`src/rtl/sha256_flex_if.sv`:
```
// Host/memory bus of sha256_flex: job request, status, and a single-port word memory.
// The slave modport is the hashing core's view; the master is the host-plus-memory side.
interface sha256_flex_if #(
   parameter int LEN_W  = 16,
   parameter int ADDR_W = 16
);
   logic              start;
   logic [LEN_W-1:0]  num_words;
   logic [ADDR_W-1:0] message_addr;
   logic [ADDR_W-1:0] output_addr;
   logic              use_midstate;
   logic [255:0]      midstate_in;
   logic              busy;
   logic              done;
   logic              mem_clk;
   logic              mem_we;
   logic [ADDR_W-1:0] mem_addr;
   logic [31:0]       mem_write_data;
   logic [31:0]       mem_read_data;

   modport slave (
      input  start, num_words, message_addr, output_addr, use_midstate, midstate_in,
      input  mem_read_data,
      output busy, done, mem_clk, mem_we, mem_addr, mem_write_data
   );

   modport master (
      output start, num_words, message_addr, output_addr, use_midstate, midstate_in,
      output mem_read_data,
      input  busy, done, mem_clk, mem_we, mem_addr, mem_write_data
   );
endinterface

```
`src/rtl/sha256_flex.sv`:
```
// Iterative SHA-256 engine: fetches a message of any length from word memory, pads it
// on the fly, runs one round per cycle and writes the 8-word digest back to memory.
module sha256_flex #(
   parameter int LEN_W  = 16,
   parameter int ADDR_W = 16
) (
   input  logic         clk,
   input  logic         reset_n,
   sha256_flex_if.slave bus
);
   typedef enum logic [2:0] {IDLE, FETCH, COMPUTE, UPDATE, WRITE, DONE} state_t;

   localparam logic [255:0] IV = 256'h6a09e667_bb67ae85_3c6ef372_a54ff53a_510e527f_9b05688c_1f83d9ab_5be0cd19;

   localparam logic [31:0] K [64] = '{
      32'h428a2f98, 32'h71374491, 32'hb5c0fbcf, 32'he9b5dba5, 32'h3956c25b, 32'h59f111f1, 32'h923f82a4, 32'hab1c5ed5,
      32'hd807aa98, 32'h12835b01, 32'h243185be, 32'h550c7dc3, 32'h72be5d74, 32'h80deb1fe, 32'h9bdc06a7, 32'hc19bf174,
      32'he49b69c1, 32'hefbe4786, 32'h0fc19dc6, 32'h240ca1cc, 32'h2de92c6f, 32'h4a7484aa, 32'h5cb0a9dc, 32'h76f988da,
      32'h983e5152, 32'ha831c66d, 32'hb00327c8, 32'hbf597fc7, 32'hc6e00bf3, 32'hd5a79147, 32'h06ca6351, 32'h14292967,
      32'h27b70a85, 32'h2e1b2138, 32'h4d2c6dfc, 32'h53380d13, 32'h650a7354, 32'h766a0abb, 32'h81c2c92e, 32'h92722c85,
      32'ha2bfe8a1, 32'ha81a664b, 32'hc24b8b70, 32'hc76c51a3, 32'hd192e819, 32'hd6990624, 32'hf40e3585, 32'h106aa070,
      32'h19a4c116, 32'h1e376c08, 32'h2748774c, 32'h34b0bcb5, 32'h391c0cb3, 32'h4ed8aa4a, 32'h5b9cca4f, 32'h682e6ff3,
      32'h748f82ee, 32'h78a5636f, 32'h84c87814, 32'h8cc70208, 32'h90befffa, 32'ha4506ceb, 32'hbef9a3f7, 32'hc67178f2
   };

   function automatic logic [31:0] rotr(input logic [31:0] x, input int n);
      return (x >> n) | (x << (32 - n));
   endfunction

   function automatic logic [31:0] big_sigma0(input logic [31:0] x);
      return rotr(x, 2) ^ rotr(x, 13) ^ rotr(x, 22);
   endfunction

   function automatic logic [31:0] big_sigma1(input logic [31:0] x);
      return rotr(x, 6) ^ rotr(x, 11) ^ rotr(x, 25);
   endfunction

   function automatic logic [31:0] small_sigma0(input logic [31:0] x);
      return rotr(x, 7) ^ rotr(x, 18) ^ (x >> 3);
   endfunction

   function automatic logic [31:0] small_sigma1(input logic [31:0] x);
      return rotr(x, 17) ^ rotr(x, 19) ^ (x >> 10);
   endfunction

   state_t            state_q, state_d;
   logic [5:0]        cnt_q;
   logic [LEN_W:0]    blk_q, blk_next, nb;
   logic [LEN_W-1:0]  num_q;
   logic [ADDR_W-1:0] msg_q, out_q;
   logic [ADDR_W-1:0] mem_addr_q;
   logic [31:0]       mem_wdata_q;
   logic [31:0]       hs_q [8];
   logic [31:0]       v_q [8];
   logic [31:0]       w_q [16];
   logic [255:0]      init_hash;
   logic [3:0]        slot;
   logic [LEN_W+4:0]  p_cur, p_next, p_blk, num_ext;
   logic              last_blk;
   logic [31:0]       pad_word, t1, t2, w_new;

   assign init_hash = bus.use_midstate ? bus.midstate_in : IV;
   assign nb        = (({1'b0, num_q} + (LEN_W+1)'(2)) >> 4) + (LEN_W+1)'(1);
   assign last_blk  = (blk_q == nb - (LEN_W+1)'(1));
   assign blk_next  = blk_q + (LEN_W+1)'(1);
   assign num_ext   = {4'b0000, num_q};
   // A FETCH cycle c captures the word addressed in cycle c-1; c=0 wraps to slot 15 unused.
   assign slot      = cnt_q[3:0] - 4'd1;
   assign p_cur     = {blk_q, slot};
   assign p_next    = {blk_q, cnt_q[3:0] + 4'd1};
   assign p_blk     = {blk_next, 4'd0};

   assign bus.mem_clk        = clk;
   assign bus.busy           = (state_q != IDLE);
   assign bus.done           = (state_q == DONE);
   assign bus.mem_we         = (state_q == WRITE);
   assign bus.mem_addr       = mem_addr_q;
   assign bus.mem_write_data = mem_wdata_q;

   always_comb begin
      pad_word = 32'h0;
      if (p_cur < num_ext)
         pad_word = bus.mem_read_data;
      else if (p_cur == num_ext)
         pad_word = 32'h8000_0000;
      else if (last_blk && slot == 4'd15)
         pad_word = 32'({num_q, 5'b00000});
   end

   always_comb begin
      t1 = v_q[7] + big_sigma1(v_q[4]) + ((v_q[4] & v_q[5]) ^ (~v_q[4] & v_q[6])) + K[cnt_q] + w_q[0];
      t2 = big_sigma0(v_q[0]) + ((v_q[0] & v_q[1]) ^ (v_q[0] & v_q[2]) ^ (v_q[1] & v_q[2]));
      w_new = small_sigma1(w_q[14]) + w_q[9] + small_sigma0(w_q[1]) + w_q[0];
   end

   always_comb begin
      state_d = state_q;
      case (state_q)
         IDLE:    if (bus.start) state_d = FETCH;
         FETCH:   if (cnt_q == 6'd16) state_d = COMPUTE;
         COMPUTE: if (cnt_q == 6'd63) state_d = UPDATE;
         UPDATE:  state_d = last_blk ? WRITE : FETCH;
         WRITE:   if (cnt_q == 6'd7) state_d = DONE;
         DONE:    state_d = IDLE;
         default: state_d = IDLE;
      endcase
   end

   always_ff @(posedge clk or negedge reset_n) begin
      if (!reset_n) begin
         state_q     <= IDLE;
         cnt_q       <= '0;
         blk_q       <= '0;
         mem_addr_q  <= '0;
         mem_wdata_q <= '0;
      end else begin
         state_q <= state_d;
         cnt_q   <= (state_d != state_q) ? 6'd0 : cnt_q + 6'd1;
         case (state_q)
            IDLE: if (bus.start) begin
               blk_q <= '0;
               if (bus.num_words != '0) mem_addr_q <= bus.message_addr;
            end
            FETCH: if (cnt_q < 6'd15 && p_next < num_ext)
               mem_addr_q <= msg_q + ADDR_W'(p_next);
            UPDATE: if (last_blk) begin
               mem_addr_q  <= out_q;
               mem_wdata_q <= hs_q[0] + v_q[0];
            end else begin
               blk_q <= blk_next;
               if (p_blk < num_ext) mem_addr_q <= msg_q + ADDR_W'(p_blk);
            end
            WRITE: if (cnt_q != 6'd7) begin
               mem_addr_q  <= out_q + ADDR_W'(cnt_q + 6'd1);
               mem_wdata_q <= hs_q[cnt_q[2:0] + 3'd1];
            end
            default: ;
         endcase
      end
   end

   // Hash state, working variables and schedule window carry no reset; start reloads them.
   always_ff @(posedge clk) begin
      case (state_q)
         IDLE: if (bus.start) begin
            num_q <= bus.num_words;
            msg_q <= bus.message_addr;
            out_q <= bus.output_addr;
            for (int i = 0; i < 8; i++) begin
               hs_q[i] <= init_hash[255 - 32*i -: 32];
               v_q[i]  <= init_hash[255 - 32*i -: 32];
            end
         end
         FETCH: if (cnt_q != 6'd0) w_q[slot] <= pad_word;
         COMPUTE: begin
            v_q[0] <= t1 + t2;
            v_q[1] <= v_q[0];
            v_q[2] <= v_q[1];
            v_q[3] <= v_q[2];
            v_q[4] <= v_q[3] + t1;
            v_q[5] <= v_q[4];
            v_q[6] <= v_q[5];
            v_q[7] <= v_q[6];
            for (int i = 0; i < 15; i++) w_q[i] <= w_q[i+1];
            w_q[15] <= w_new;
         end
         UPDATE: for (int i = 0; i < 8; i++) begin
            hs_q[i] <= hs_q[i] + v_q[i];
            v_q[i]  <= hs_q[i] + v_q[i];
         end
         default: ;
      endcase
   end
endmodule

```
`src/flat_wrapper.sv`:
```
// flat-port wrapper written by rule: the top's interface ports become plain ports
module sha256_flex_flat 
#(
   parameter int LEN_W  = 16,
   parameter int ADDR_W = 16
)
  (clk, reset_n, bus_start, bus_num_words, bus_message_addr, bus_output_addr, bus_use_midstate, bus_midstate_in, bus_mem_read_data, bus_busy, bus_done, bus_mem_clk, bus_mem_we, bus_mem_addr, bus_mem_write_data);
  sha256_flex_if #(.LEN_W(LEN_W), .ADDR_W(ADDR_W)) bus_i ();
  input  logic clk;
  input  logic reset_n;
  input wire logic [$bits(bus_i.start)-1:0] bus_start;
  input wire logic [$bits(bus_i.num_words)-1:0] bus_num_words;
  input wire logic [$bits(bus_i.message_addr)-1:0] bus_message_addr;
  input wire logic [$bits(bus_i.output_addr)-1:0] bus_output_addr;
  input wire logic [$bits(bus_i.use_midstate)-1:0] bus_use_midstate;
  input wire logic [$bits(bus_i.midstate_in)-1:0] bus_midstate_in;
  input wire logic [$bits(bus_i.mem_read_data)-1:0] bus_mem_read_data;
  output wire logic [$bits(bus_i.busy)-1:0] bus_busy;
  output wire logic [$bits(bus_i.done)-1:0] bus_done;
  output wire logic [$bits(bus_i.mem_clk)-1:0] bus_mem_clk;
  output wire logic [$bits(bus_i.mem_we)-1:0] bus_mem_we;
  output wire logic [$bits(bus_i.mem_addr)-1:0] bus_mem_addr;
  output wire logic [$bits(bus_i.mem_write_data)-1:0] bus_mem_write_data;
  assign bus_i.start = bus_start;
  assign bus_i.num_words = bus_num_words;
  assign bus_i.message_addr = bus_message_addr;
  assign bus_i.output_addr = bus_output_addr;
  assign bus_i.use_midstate = bus_use_midstate;
  assign bus_i.midstate_in = bus_midstate_in;
  assign bus_i.mem_read_data = bus_mem_read_data;
  assign bus_busy = bus_i.busy;
  assign bus_done = bus_i.done;
  assign bus_mem_clk = bus_i.mem_clk;
  assign bus_mem_we = bus_i.mem_we;
  assign bus_mem_addr = bus_i.mem_addr;
  assign bus_mem_write_data = bus_i.mem_write_data;
  sha256_flex #(.LEN_W(LEN_W), .ADDR_W(ADDR_W)) u_core (.clk(clk), .reset_n(reset_n), .bus(bus_i));
endmodule
```
`config.mk`:
```
export PLATFORM = sky130hd
export DESIGN_NAME = sha256_flex_flat
export DESIGN_NICKNAME = d
export VERILOG_FILES = /design/src/rtl/sha256_flex_if.sv /design/src/rtl/sha256_flex.sv /design/src/flat_wrapper.sv
export SDC_FILE = /design/constraint.sdc
export NUM_CORES = 2
export LEC_CHECK = 0
export BUFFER_PORTS_ARGS = -buffer_cell sky130_fd_sc_hd__buf_2
export CAP_MARGIN = 15
export CORE_UTILIZATION = 49
export DETAILED_ROUTE_END_ITERATION = 8
export PLACE_DENSITY = 0.7
export RECOVER_POWER = 25
export SLEW_MARGIN = 40
export SYNTH_ARGS = -nofsm -noshare
export SYNTH_HDL_FRONTEND = slang
export SYNTH_SLANG_ARGS = --single-unit
```
`constraint.sdc`:
```
create_clock -name clk -period 10.3 [get_ports clk]
set_input_delay 0.515 -clock clk [delete_from_list [all_inputs] [get_ports clk]]
set_output_delay 0.515 -clock clk [all_outputs]
set_load 0.05 [all_outputs]
```
==> results.py <==
metrics = {
    "layout": {
        "drive_above_1_share_pct": 10.1,
        "area.sequential_um2": 34100,
        "num-fill-cells": 14200,
        "multiInputGateArea_um2": 43000,
        "synthesis_to_layout_area_growth_pct": 13.2,
        "nNetsFinal": 9237,
    },
    "grt": {
        "grt_antenna_before_repair": 29,
        "gr-usage-all-layers_pct": 38.8,
        "global_route_wire_length_before_repair_um": 459000,
        "total_congestion_overflow": 0,
        "grt_start_max_net_pins": 188,
        "vias_in_the_first_global_route": 64700,
    },
    "worst_setup_path": {
        "crit_path_start_kind": "flop",
        "start_of_the_worst_register_to_register_path": "u_core.state_q[0]$_DFF_PN0_",
        "timing.critical_path.to_type": "flop",
        "reg2reg_slack_ns": 0.24,
        "crit_required_ns": 10.85,
        "rr_endpoint": "u_core.hs_q[2][11]$_DFFE_PN_",
        "cp.arrival_ns": 10.62,
        "worst-r2r-cell-count": 9,
        "setup.worst_path.class": "flop to flop",
        "critical_path.max_fanout": 67,
    },
    "yosys": {
        "synth_most_common_cell": "sky130_fd_sc_hd__edfxtp_1",
        "post_synth_main_area_contributors": "sky130_fd_sc_hd__edfxtp_1, sky130_fd_sc_hd__ha_1, sky130_fd_sc_hd__xnor2_1",
        "most_common_flop_cell_mapped_by_yosys": "sky130_fd_sc_hd__edfxtp_1",
        "synth_top_cell_by_area": "sky130_fd_sc_hd__edfxtp_1",
        "ys_seq_area_share_pct": 42.5,
        "avgSynthCellArea_um2": 10.2,
        "synthesis.instances": 7847,
        "synth-seq-cells": 1146,
        "netlist_area_um2": 80200,
        "synth_top_area_share_pct": 40.2,
        "postSynth.asyncResetShare_pct": 6.46,
        "yosys_warnings": 0,
        "ys_types": 95,
        "synth_enable_flop_cells": 1072,
        "synth_nets": 8846,
        "top_cells_by_count_synth": "sky130_fd_sc_hd__edfxtp_1, sky130_fd_sc_hd__nand2_1, sky130_fd_sc_hd__a21oi_1, sky130_fd_sc_hd__a21o_1, sky130_fd_sc_hd__xnor2_1",
    },
    "placed_design": {
        "routabilityCongestion": 1.03,
        "dp_hpwl_um": 244000,
        "portBuffers": 391,
    },
    "detailed_routing": {
        "detailedRoute.firstPassIterationCount": 9,
        "avgViaCountPerCell": 6.40,
        "totalWireLength_um": 326000,
        "wl_per_cell_um": 30.9,
        "drt_drc_violations_left": 4,
        "antenna_violating_nets_post_route": 0,
        "vias": 67500,
        "drt-initial-drc-count": 8193,
    },
    "die": {
        "chipWidth_um": 406,
        "total_die_area_um2": 165000,
        "placementRows": 148,
        "core_um2": 163000,
        "die_height_um": 406,
        "num_io_pins": 392,
        "initial_core_util_pct": 49.3,
    },
    "power": {
        "switching_power_mw": 2.33,
        "combinationalPowerShare_pct": 2.6,
        "leakage_nw": 38.1,
        "internal_power_mw": 8.13,
        "power.share.sequential_pct": 48.1,
        "power.ir.vdd_worst_v": 0.000271,
        "finalPower_mw": 10.5,
        "clock_power_share_pct": 49.3,
        "power_per_unit_of_standard_cell_area_nw_per_um2": 115,
        "sw_frac_of_total_pct": 22.2,
    },
    "timing": {
        "rsz0062_at_grt": "false",
        "maxClockFrequency_mhz": 99.4,
        "setup_violations": 0,
        "worst_hold_slack_ns": 0.0391,
        "slew_headroom_pct": -160,
        "tightestPinTransition_ns": 3.89,
        "final_hold_viol_count": 0,
        "totalNegativeSetupSlack_ns": 0,
        "maxSlewViolCount": 1005,
        "post-route-period-util_pct": 97.7,
        "finalCriticalPeriod_ns": 10.06,
        "clock-skew-final_ns": 0.0613,
    },
    "hold_path": {
        "min_path_type": "input port to flop",
        "worst_hold_startpoint": "bus_midstate_in[55]",
        "worst_hold_path.num_cells": 4,
        "holdPathEnd": "u_core.v_q[0][215]$_DFFE_PP_",
    },
    "cts": {
        "cts_tree": "yes",
        "clock_insertion_delay_worst_skew_ns": 0.94,
        "post-cts-setup-buffer-count": 0,
        "clkTransAtPathRegs_ns": 0.06,
    },
    "flow_run": {
        "max_cap_viol_count": 22,
    },
    "outcome": {
        "outcome": "finished with violations",
        "violations": "DRC, capacitance limit, slew limit",
    },
}
[cells by family (layout without fill, tap and decap cells)]
| logic type | after synthesis | after routing | synth area share [%] |
|---|---|---|---|
| AOI/OAI and AO/OA | 2365 | 2365 | 19.2 |
| xor gates and xnor gates | 671 | 671 | 7.34 |
| adders and majority gates | 680 | 680 | 12.4 |
| buffers and inverters | 858 | 1363 | 4.17 |
| DFF | 1146 | 1146 | 42.5 |
| muxes | 188 | 188 | 3.55 |
| other | 0 | 13 | 0 |
| and+or+nand+nor | 1939 | 1939 | 10.8 |
[per-stage QoR]
step | cells | instance area, µm² | util [%] | worst slack [ns]
after floorplan | 7847 | 80200 | - | 0.0605
after global placement | 10100 | 84300 | 51.8 | 0.489
after detailed placement | 10100 | 84400 | 51.9 | 0.460
final | 10500 | 90800 | 55.8 | 0.236
after CTS | 10500 | 90900 | 55.9 | 0.443
after global routing | 10500 | 90800 | 55.8 | 0.00896
[state kept, by name (all words and copies together), names as in the netlist]
register	count
u_core.w_q	512
u_core.hs_q	256
u_core.v_q	256
u_core.bus.mem_write_data	32
u_core.blk_q	17
u_core.bus.mem_addr	16
u_core.msg_q	16
u_core.num_q	16
u_core.out_q	16
u_core.cnt_q	6
u_core.state_q	3
[power by group through the flow]
stage	Combinational (mW)	Clock [mW]	Sequential, mW
after detailed placement	0.204	0.0185	5.13
after global placement	0.202	0.0185	5.13
after CTS	0.264	5.17	5.03
after global routing	0.283	5.33	5.03
final	0.273	5.15	5.03
after floorplan	0.0583	0.0209	5.13
[critical path, stage by stage, from the launching register on]
cell                         delay (ns)
sky130_fd_sc_hd__dfrtp_1           0.44
sky130_fd_sc_hd__clkbuf_1          0.85
sky130_fd_sc_hd__nor3_1            0.18
sky130_fd_sc_hd__nand2_2           0.12
sky130_fd_sc_hd__clkbuf_1          1.85
sky130_fd_sc_hd__clkinvlp_2        2.87
sky130_fd_sc_hd__nor2_1            1.57
sky130_fd_sc_hd__inv_8             0.44
sky130_fd_sc_hd__buf_4             0.55
sky130_fd_sc_hd__buf_4             0.50
[final cells by class]
class                      instances  area share, %
antenna                           13         0.0358
tap                             2175           3.00
timing repair buffer             704           5.23
multi-input combinational       5843           47.4
sequential                      1146           37.5
clock buffer                     173           4.08
inverter                         402           1.67
clock inverter                    84           1.06
[metal layers]
metal  wire [µm]  track usage (%)  up-vias
met2      150000             62.0     3770
met5         192                0        -
met3       29700             7.62      822
met4       24000             24.5       28
met1      122000             48.4    33400
li1            -                -    29400
[layout by cell type (no fill, tap or decap), types with 306 or more instances in the layout]
cell type and n:
sky130_fd_sc_hd__a21o_1 536, sky130_fd_sc_hd__ha_1 459, sky130_fd_sc_hd__inv_1 393, sky130_fd_sc_hd__nor2_1 463, sky130_fd_sc_hd__xnor2_1 478, sky130_fd_sc_hd__o21ai_0 452, sky130_fd_sc_hd__a21oi_1 568, sky130_fd_sc_hd__nand2_1 800
sky130_fd_sc_hd__buf_2 306, sky130_fd_sc_hd__edfxtp_1 1072
[repair_timing]
item                                   4_1_cts  5_1_grt
endpoints found under the hold margin      294        0
resized for setup                            0        7
setup endpoints to repair                    0        1
hold buffers                               183        0
[worst max-delay path by stage]
stage	start	end	slack, ns	cells past startpoint
6_report	u_core.state_q[0]$_DFF_PN0_	u_core.hs_q[2][11]$_DFFE_PN_	0.24	9
5_1_grt	u_core.cnt_q[0]$_DFF_PN0_	u_core.v_q[0][31]$_DFFE_PP_	0.009	35
3_5_place_dp	u_core.cnt_q[0]$_DFF_PN0_	u_core.v_q[0][31]$_DFFE_PP_	0.46	35
4_1_cts	u_core.cnt_q[0]$_DFF_PN0_	u_core.v_q[0][31]$_DFFE_PP_	0.44	35
3_3_place_gp	u_core.cnt_q[0]$_DFF_PN0_	u_core.v_q[0][31]$_DFFE_PP_	0.49	35
2_1_floorplan	u_core.cnt_q[0]$_DFF_PN0_	u_core.v_q[0][31]$_DFFE_PP_	0.06	38
(Power assumes the default switching activity.)
